$ cat src/rtl/vnu_serial_accumulator.sv
// Serial VNU accumulate/emit stage: sums channel LLR plus DEGREE messages, then streams
// saturated sign-magnitude extrinsics. Optional out_post port under VNU_POSTERIOR_OUT_EN.
module vnu_serial_accumulator #(
  parameter int DATA_WIDTH = 5,
  parameter int DEGREE     = 3
) (
  input  logic                  clk,
  input  logic                  rst_n,
  input  logic                  in_valid,
  output logic                  in_ready,
  input  logic [DATA_WIDTH-1:0] in_msg,
  input  logic [DATA_WIDTH-1:0] in_llr,
  output logic                  out_valid,
  input  logic                  out_ready,
  output logic [DATA_WIDTH-1:0] out_msg,
  output logic                  out_hard,
`ifdef VNU_POSTERIOR_OUT_EN
  output logic [DATA_WIDTH-1:0] out_post,
`endif
  output logic                  out_last
);

  localparam int SUM_WIDTH = DATA_WIDTH + $clog2(DEGREE + 1);
  localparam int CNT_WIDTH = (DEGREE > 1) ? $clog2(DEGREE) : 1;
  localparam logic [CNT_WIDTH-1:0] LAST_BEAT = CNT_WIDTH'(DEGREE - 1);
  localparam logic [SUM_WIDTH-1:0] MAX_MAG =
    {{(SUM_WIDTH-DATA_WIDTH+1){1'b0}}, {(DATA_WIDTH-1){1'b1}}};

  typedef enum logic [0:0] {ACCUM = 1'b0, EMIT = 1'b1} state_t;

  state_t                 state_q;
  logic [CNT_WIDTH-1:0]   cnt_q;
  logic [SUM_WIDTH-1:0]   acc_q;
  logic [DATA_WIDTH-1:0]  buf_q [DEGREE];
  logic                   in_ready_q;
  logic                   out_valid_q;
  logic [DATA_WIDTH-1:0]  out_msg_q;
  logic                   out_hard_q;
  logic                   out_last_q;
  logic [DATA_WIDTH-1:0]  out_post_q;

  logic [SUM_WIDTH-1:0]   acc_in_s;
  logic [SUM_WIDTH-1:0]   first_e_s;
  logic [CNT_WIDTH-1:0]   next_idx_s;
  logic [SUM_WIDTH-1:0]   next_e_s;

  function automatic logic [SUM_WIDTH-1:0] sext(input logic [DATA_WIDTH-1:0] v);
    return {{(SUM_WIDTH-DATA_WIDTH){v[DATA_WIDTH-1]}}, v};
  endfunction

  // Saturate to the symmetric message range; a zero result always has a clear sign bit.
  function automatic logic [DATA_WIDTH-1:0] to_sm(input logic [SUM_WIDTH-1:0] e);
    logic [SUM_WIDTH-1:0] mag;
    if (e[SUM_WIDTH-1]) begin
      mag = (~e) + SUM_WIDTH'(1'b1);
    end else begin
      mag = e;
    end
    if (mag > MAX_MAG) begin
      mag = MAX_MAG;
    end else begin
      mag = mag;
    end
    return {e[SUM_WIDTH-1], mag[DATA_WIDTH-2:0]};
  endfunction

  // Accumulator update for an accepted beat and extrinsic sums for the next emit beat.
  always_comb begin
    acc_in_s   = acc_q + sext(in_msg);
    next_idx_s = {CNT_WIDTH{1'b0}};
    if (cnt_q == {CNT_WIDTH{1'b0}}) begin
      acc_in_s = sext(in_llr) + sext(in_msg);
    end else begin
      acc_in_s = acc_q + sext(in_msg);
    end
    if (cnt_q == LAST_BEAT) begin
      next_idx_s = {CNT_WIDTH{1'b0}};
    end else begin
      next_idx_s = cnt_q + CNT_WIDTH'(1'b1);
    end
    first_e_s = acc_in_s - sext(buf_q[0]);
    next_e_s  = acc_q - sext(buf_q[next_idx_s]);
  end

  // Control FSM with registered outputs; buffer[0] is already captured when the last beat lands.
  always_ff @(posedge clk) begin
    if (!rst_n) begin
      state_q     <= ACCUM;
      cnt_q       <= {CNT_WIDTH{1'b0}};
      acc_q       <= {SUM_WIDTH{1'b0}};
      in_ready_q  <= 1'b1;
      out_valid_q <= 1'b0;
      out_msg_q   <= {DATA_WIDTH{1'b0}};
      out_hard_q  <= 1'b0;
      out_last_q  <= 1'b0;
      out_post_q  <= {DATA_WIDTH{1'b0}};
      for (int i = 0; i < DEGREE; i++) begin
        buf_q[i] <= {DATA_WIDTH{1'b0}};
      end
    end else begin
      case (state_q)
        ACCUM: begin
          if (in_valid && in_ready_q) begin
            buf_q[cnt_q] <= in_msg;
            acc_q        <= acc_in_s;
            if (cnt_q == LAST_BEAT) begin
              state_q     <= EMIT;
              cnt_q       <= {CNT_WIDTH{1'b0}};
              in_ready_q  <= 1'b0;
              out_valid_q <= 1'b1;
              out_msg_q   <= to_sm(first_e_s);
              out_hard_q  <= acc_in_s[SUM_WIDTH-1];
              out_last_q  <= 1'b0;
              out_post_q  <= to_sm(acc_in_s);
            end else begin
              cnt_q <= cnt_q + CNT_WIDTH'(1'b1);
            end
          end else begin
            cnt_q <= cnt_q;
          end
        end
        EMIT: begin
          if (out_ready) begin
            if (out_last_q) begin
              state_q     <= ACCUM;
              cnt_q       <= {CNT_WIDTH{1'b0}};
              in_ready_q  <= 1'b1;
              out_valid_q <= 1'b0;
              out_last_q  <= 1'b0;
            end else begin
              cnt_q      <= next_idx_s;
              out_msg_q  <= to_sm(next_e_s);
              out_last_q <= (next_idx_s == LAST_BEAT);
            end
          end else begin
            cnt_q <= cnt_q;
          end
        end
        default: begin
          state_q     <= ACCUM;
          cnt_q       <= {CNT_WIDTH{1'b0}};
          in_ready_q  <= 1'b1;
          out_valid_q <= 1'b0;
          out_last_q  <= 1'b0;
        end
      endcase
    end
  end

  assign in_ready  = in_ready_q;
  assign out_valid = out_valid_q;
  assign out_msg   = out_msg_q;
  assign out_hard  = out_hard_q;
  assign out_last  = out_last_q;
`ifdef VNU_POSTERIOR_OUT_EN
  assign out_post  = out_post_q;
`endif

endmodule

$ cat config.mk
export PLATFORM = sky130hd
export DESIGN_NAME = vnu_serial_accumulator
export DESIGN_NICKNAME = d
export VERILOG_FILES = /design/src/rtl/vnu_serial_accumulator.sv
export SDC_FILE = /design/constraint.sdc
export NUM_CORES = 1
export LEC_CHECK = 0
export CAP_MARGIN = 20
export CORE_UTILIZATION = 60
export CTS_CLUSTER_DIAMETER = 50
export DETAILED_ROUTE_END_ITERATION = 7
export GPL_TIMING_DRIVEN = 0
export PLACE_DENSITY_LB_ADDON = 0.25
export SLEW_MARGIN = 30
export SYNTH_ARGS = -nofsm -noshare
export SYNTH_HDL_FRONTEND = slang
export SYNTH_SLANG_ARGS = --single-unit
$ cat constraint.sdc
create_clock -name clk -period 10.9 [get_ports clk]
set_clock_uncertainty 0.2 [all_clocks]
set_input_delay 1.09 -clock clk [delete_from_list [all_inputs] [get_ports clk]]
set_output_delay 1.09 -clock clk [all_outputs]
set_load 0.05 [all_outputs]
# == Word-level counts from Yosys, hierarchy flattened ==
# Memories as Yosys holds them, arrays and structs flattened.
# Cells that the tools add are included.
# classes
n_addsub,7
n_mux,49
n_bitwise,3
n_reduce_logical,9
n_eq_ne,7
order_cmp,2
# ops
op,n
7-bit two-way mux,11
5-bit two-way mux,5
1-bit two-way mux,20
7-bit by 1-bit adder with 7-bit output (second input constant),2
7-bit by 4-bit > comparator with 1-bit output (second input constant),2
7-bit NOT,2
7-bit subtractor,2
2-bit two-way mux,5
5-bit one-hot mux with 2 select lines,1
4-bit two-way mux,2
2-bit != test (second input constant),4
1-bit one-hot mux with 2 select lines,4
4-bit AND reduction,2
7-bit adder,1
5-bit by 5-bit adder with 6-bit output,1
3-bit AND reduction,2
5-bit OR reduction,1
2-bit == test (second input constant),2
2-bit one-hot mux with 2 select lines,1
2-bit AND reduction,2
2-bit by 1-bit adder with 2-bit output (second input constant),1
2-bit zero test,1
2-bit by 1-bit != test with 1-bit output (second input constant),1
1-bit logical AND,1
1-bit NOT,1
# totals
word_cells,86
ram_bits,15
regBits,19
output_inout_bits,9
mem_count,1
input_bits,14
# memory_table
memory,words,width,rd,rd_clocked_by_memory_dff,write_ports,line_no,text
buf_q,3,5,2,0,3,34,logic [DATA_WIDTH-1:0] buf_q [DEGREE];

# == Longest topological paths before layout ==
# An unclocked memory read counts as a cell.
# depth
ltp_word,16
depth_mapped,16
depth_no_buf,16

# == Least setup slack after synthesis ==
# OpenSTA, ideal clock, no wires.
# synth_timing
kind,in2reg
start,input in_msg[1]
end,register out_msg_q[2] (netlist: out_msg[2])
required_ps,10561
slack_ps,6486
arrival_time_ps,4074
n_path_buf,0
path_stages,15
setup_ps,139
cell_sequence,ha_1 a21o_1 a21oi_1 o21bai_1 a21oi_1 xnor2_1 nor2_1 nor2_1 ha_1 nor2b_1 a221o_1 a211oi_1 xor2_2 mux2i_1 a221oi_1
# synth_via
elab_chain_len,15
word_cells_on_any_way,16
cone_classes,4 x add/sub; 1 x order compare; 10 x mux; 1 x bitwise
# synth_lines
item,line_no,text
"start, declared",11,"input logic [DATA_WIDTH-1:0] in_msg,"
7-bit adder / 5-bit by 5-bit adder with 6-bit output (equally long branches),"74, 72",
7-bit two-way mux *,71,if (cnt_q == {CNT_WIDTH{1'b0}}) begin
named net acc_in_s[5],42,logic [SUM_WIDTH-1:0] acc_in_s;
7-bit subtractor *,81,first_e_s = acc_in_s - sext(buf_q[0]);
7-bit NOT,55,mag = (~e) + SUM_WIDTH'(1'b1);
7-bit by 1-bit adder with 7-bit output,55,
7-bit two-way mux *,54,if (e[SUM_WIDTH-1]) begin
7-bit two-way mux *,106,if (cnt_q == LAST_BEAT) begin
7-bit two-way mux *,103,if (in_valid && in_ready_q) begin
7-bit two-way mux *,101,case (state_q)
7-bit two-way mux *,87,if (!rst_n) begin
7-bit by 4-bit > comparator with 1-bit output,59,if (mag > MAX_MAG) begin
4-bit two-way mux *,59,
5-bit two-way mux *,106,
5-bit two-way mux *,103,
5-bit one-hot mux with 2 select lines *,101,
"end signal, assigned",93,out_msg_q <= {DATA_WIDTH{1'b0}};
"end signal, assigned",111,out_msg_q <= to_sm(first_e_s);
"end signal, assigned",132,out_msg_q <= to_sm(next_e_s);
"end, declared",37,logic [DATA_WIDTH-1:0] out_msg_q;
# Mark *: on every way through the listed nets, which the timed path passes. The rest lies on a longest branch. The select of a mux whose other input is x is not followed.
# A chain may end at the register's enable or synchronous reset.

# == Worst setup path in the final report ==
# Ends and elaborated chain as after synthesis.

==> qor.log <==
INFO  place          hpwl_after_dpl=5.05mm
INFO  route          detail-route-antenna-nets=0
INFO  place          place_ws=5.46ns
INFO  place          io_buffers=22
INFO  timing         finalHoldViolations=0
INFO  synth          ys_seq_area_share=29.3%
INFO  die            pin_count=23
INFO  worst_setup_path worst_setup_path_start_kind=input pin
INFO  die            rows=24
INFO  clock_tree     cts_tree=done
INFO  clock_tree     htree_levels=2
INFO  route          wl=6.47mm
INFO  timing         max_freq=194MHz
INFO  global_routing grt_overflow_total=0
INFO  die            initial_utilization=63.8%
INFO  worst_setup_path worstPathArrival=5.12ns
INFO  synth          yosys_register_bits=34
INFO  status         violated_checks=design-rule violations
INFO  clock_tree     insertion_delay=0.31ns
INFO  clock_tree     cts_root_buf=sky130_fd_sc_hd__clkbuf_8
INFO  clock_tree     cts.clk_slew.worst_paths=0.08ns
INFO  worst_setup_path critPathRequiredTime=10.88ns
INFO  route          via_per_inst=6.15
INFO  clock_tree     max_buffers_root_to_sink=2
INFO  synth          synthesis.yosys.warnings=0
INFO  timing         post-route-worst-setup-slack=5.75ns
INFO  synth          synth-edff-count=15
INFO  global_routing first_global_vias=2332
INFO  worst_setup_path crit_path_max_incr_delay=0.61ns
INFO  timing         period_share=47.2%
INFO  synth          yosysUniqueCellTypes=59
INFO  synth          area_of_the_mapped_netlist=2840um^2
INFO  global_routing grt_usage=28.3%
INFO  route          iter_0_drt_violations=172
INFO  pwr            vdd_drop_max=0.0911mV
INFO  route          first_pass_iters=7
INFO  die            dieHeight=70.7um
INFO  die            fp.dieW=70.7um
INFO  worst_setup_path worst_path_max_delay_cell=sky130_fd_sc_hd__a211oi_1
INFO  timing         rsz_0062_raised_after_global_routing=false
INFO  timing         timing.final.max_slew_violations=0
INFO  synth          synth-async-reset-ratio=0%
INFO  worst_setup_path worstSetupPathType=in -> reg
INFO  timing         worst_pin_slew=0.766ns
INFO  layout         final.fill_count=348
INFO  clock_tree     postCtsHoldBufs=0
INFO  synth          syn-instance-count=313
INFO  die            die_area=5000um^2
INFO  run            max-cap-violations=0
INFO  clock_tree     numClockSinks=34
INFO  global_routing grt_antenna_before_repair=0
INFO  clock_tree     cts_repair_resize_count=0
INFO  clock_tree     tritoncts.num_buffers=5
INFO  synth          synth_top_flop_cell=sky130_fd_sc_hd__dfxtp_1
INFO  layout         drive_above_1_share=5.83%
INFO  layout         final_util=73.3%
INFO  timing         max_slew_margin=48.6%
INFO  clock_tree     post-cts-setup-buffer-count=0
INFO  worst_setup_path cp_cell_sequence=clkdlybuf4s50_1 > ha_1 > a21o_1 > a21oi_1 > o21bai_1 > a21oi_1 > xnor2_1 > nor2_1 > nor2_1 > ha_1 > nor2b_1 > a221o_1 > a211oi_1 > xor2_2 > mux2i_1 > a221oi_1
INFO  layout         area_overhead_of_the_layout_relative_to_synthesis=14.9%
INFO  pwr            powerDensity=168nW/um^2
INFO  route          dr_total_vias=2430
INFO  worst_hold_path hold_path.class=reg -> reg
INFO  pwr            p_leak=1.36nW
INFO  layout         num-nets-final=387
INFO  worst_setup_path critical_path.endpoint_type=flip-flop
INFO  timing         finalWorstPathRequiredPeriod=5.15ns
INFO  status         run_status=finished, violations left
INFO  timing         setup_viol=0
INFO  route          route.detailed.wl_per_inst=16.4um
INFO  timing         setup-tns-final=0ns
INFO  route          drt_drc_violations_left=4
INFO  layout         layout.cells.most_common_list=27 x sky130_fd_sc_hd__ha_1, 22 x sky130_fd_sc_hd__clkdlybuf4s50_1, 21 x sky130_fd_sc_hd__nor2_1
INFO  layout         mostFrequentLayoutCell=sky130_fd_sc_hd__ha_1
INFO  synth          syn-mean-instance-area=9.06um^2
INFO  global_routing grt_first_pass_wirelength=10.9mm
INFO  global_routing pin_count_of_the_biggest_net_entering_global_routing=12
INFO  place          gpl.final_weighted_congestion=0.850
INFO  worst_setup_path timing.critical_path.fanout_max=5
INFO  layout         antenna_cells_inserted=0
INFO  die            core-area=4440um^2
INFO  synth          syn-num-nets=358
per-stage QoR:
stage | total power, W | hold WS [ns] | instances | cell area, um^2
global placement | 0.000398 | 0.242 | 387 | 3120
finish | 0.000548 | 0.273 | 395 | 3260
detailed placement | 0.000406 | 0.271 | 387 | 3130
global route | 0.000583 | 0.303 | 395 | 3260
floorplan | 0.000351 | 0.267 | 313 | 2840
CTS | 0.000545 | 0.282 | 395 | 3260
cell type report:
type,count,area (um^2),share of cell area (%)
multi-input combinational,250,1900,58.3
sequential,34,831,25.5
buffer,11,42.5,1.31
clock inverter,3,63.8,1.96
tap,52,65.1,2.00
clock buffer,5,68.8,2.11
inverter,18,67.6,2.07
timing repair buffer,22,220,6.76
path summary, 6_finish.rpt:
check | from | endpoint | slack (ns) | depth (start not counted)
hold / removal | out_hard | out_hard | 0.27 | 2
hold reg to reg | out_hard | out_hard | 0.27 | 2
setup reg to reg | acc_q[1] | out_msg[2] | 6.52 | 15
setup / recovery | in_msg[1] | out_msg[2] | 5.75 | 16
cell usage after synthesis, drive strengths merged (3+ instances only):
cell type	count	area [um^2]
ha	27	338
nor2	21	78.8
nand2	20	75.1
dfxtp	19	380
inv	18	67.6
mux2i	17	170
edfxtp	15	450
o21ai	14	70.1
a21oi	12	60.1
nand3	12	60.1
xnor2	12	105
and2	10	62.6
nor2b	9	56.3
clkbuf	8	30.0
nand3b	8	60.1
a21boi	7	52.6
xor2	7	68.8
and3	6	37.5
a211oi	5	42.5
nor3b	5	37.5
a21o	4	30.0
fa	4	80.1
nand2b	4	25.0
nor3	4	20.0
or2	4	25.0
a221oi	3	32.5
buf	3	12.5
o22ai	3	18.8
power by group:
| part | total [W] | internal [W] | leakage [nW] | switching, W |
|---|---|---|---|---|
| Clock | 0.000140 | 0.0000905 | 0.0658 | 0.0000498 |
| Combinational | 0.000258 | 0.000113 | 0.987 | 0.000145 |
| Sequential | 0.000149 | 0.000142 | 0.312 | 0.00000711 |
| Total | 0.000548 | 0.000346 | 1.36 | 0.000202 |
critical path, delay by kind of cell:
kind	cells	cell delay [ns]
xor gates and xnor gates	2	0.43
adders and majority gates	2	0.61
and+or+nand+nor	3	0.42
AOI/OAI and AO/OA	7	1.75
buffers and inverters	1	0.45
muxes	1	0.36
kinds of logic (layout without fill, tap and decap cells):
logic type,Yosys count,after routing,synth area share [%]
AND/OR/NAND/NOR,112,112,22.2
AO/OA/AOI/OAI,70,70,17.4
XOR/XNOR,19,19,6.13
flip-flops,34,34,29.3
multiplexers,18,18,6.40
adder cells (fa/ha/maj),31,31,14.7
buffers and inverters,29,59,3.88
registers in the layout, summed over array words and instances, names as in the netlist:
register and flops:
acc_q 7, buf_q 15, cnt_q 2, in_ready 1, out_hard 1, out_last 1
out_msg 5, out_valid 1, state_q 1
layer usage:
metal	track usage [%]	vias up	part of all wire, %	wire length [um]
li1	-	1203	-	-
met2	46.0	85	46	2990
met5	0	-	0	0
met3	5.84	18	5.9	380
met4	14.0	0	3.4	222
met1	35.8	1124	45	2880
No activity file was read; power rests on OpenSTA's default activity.
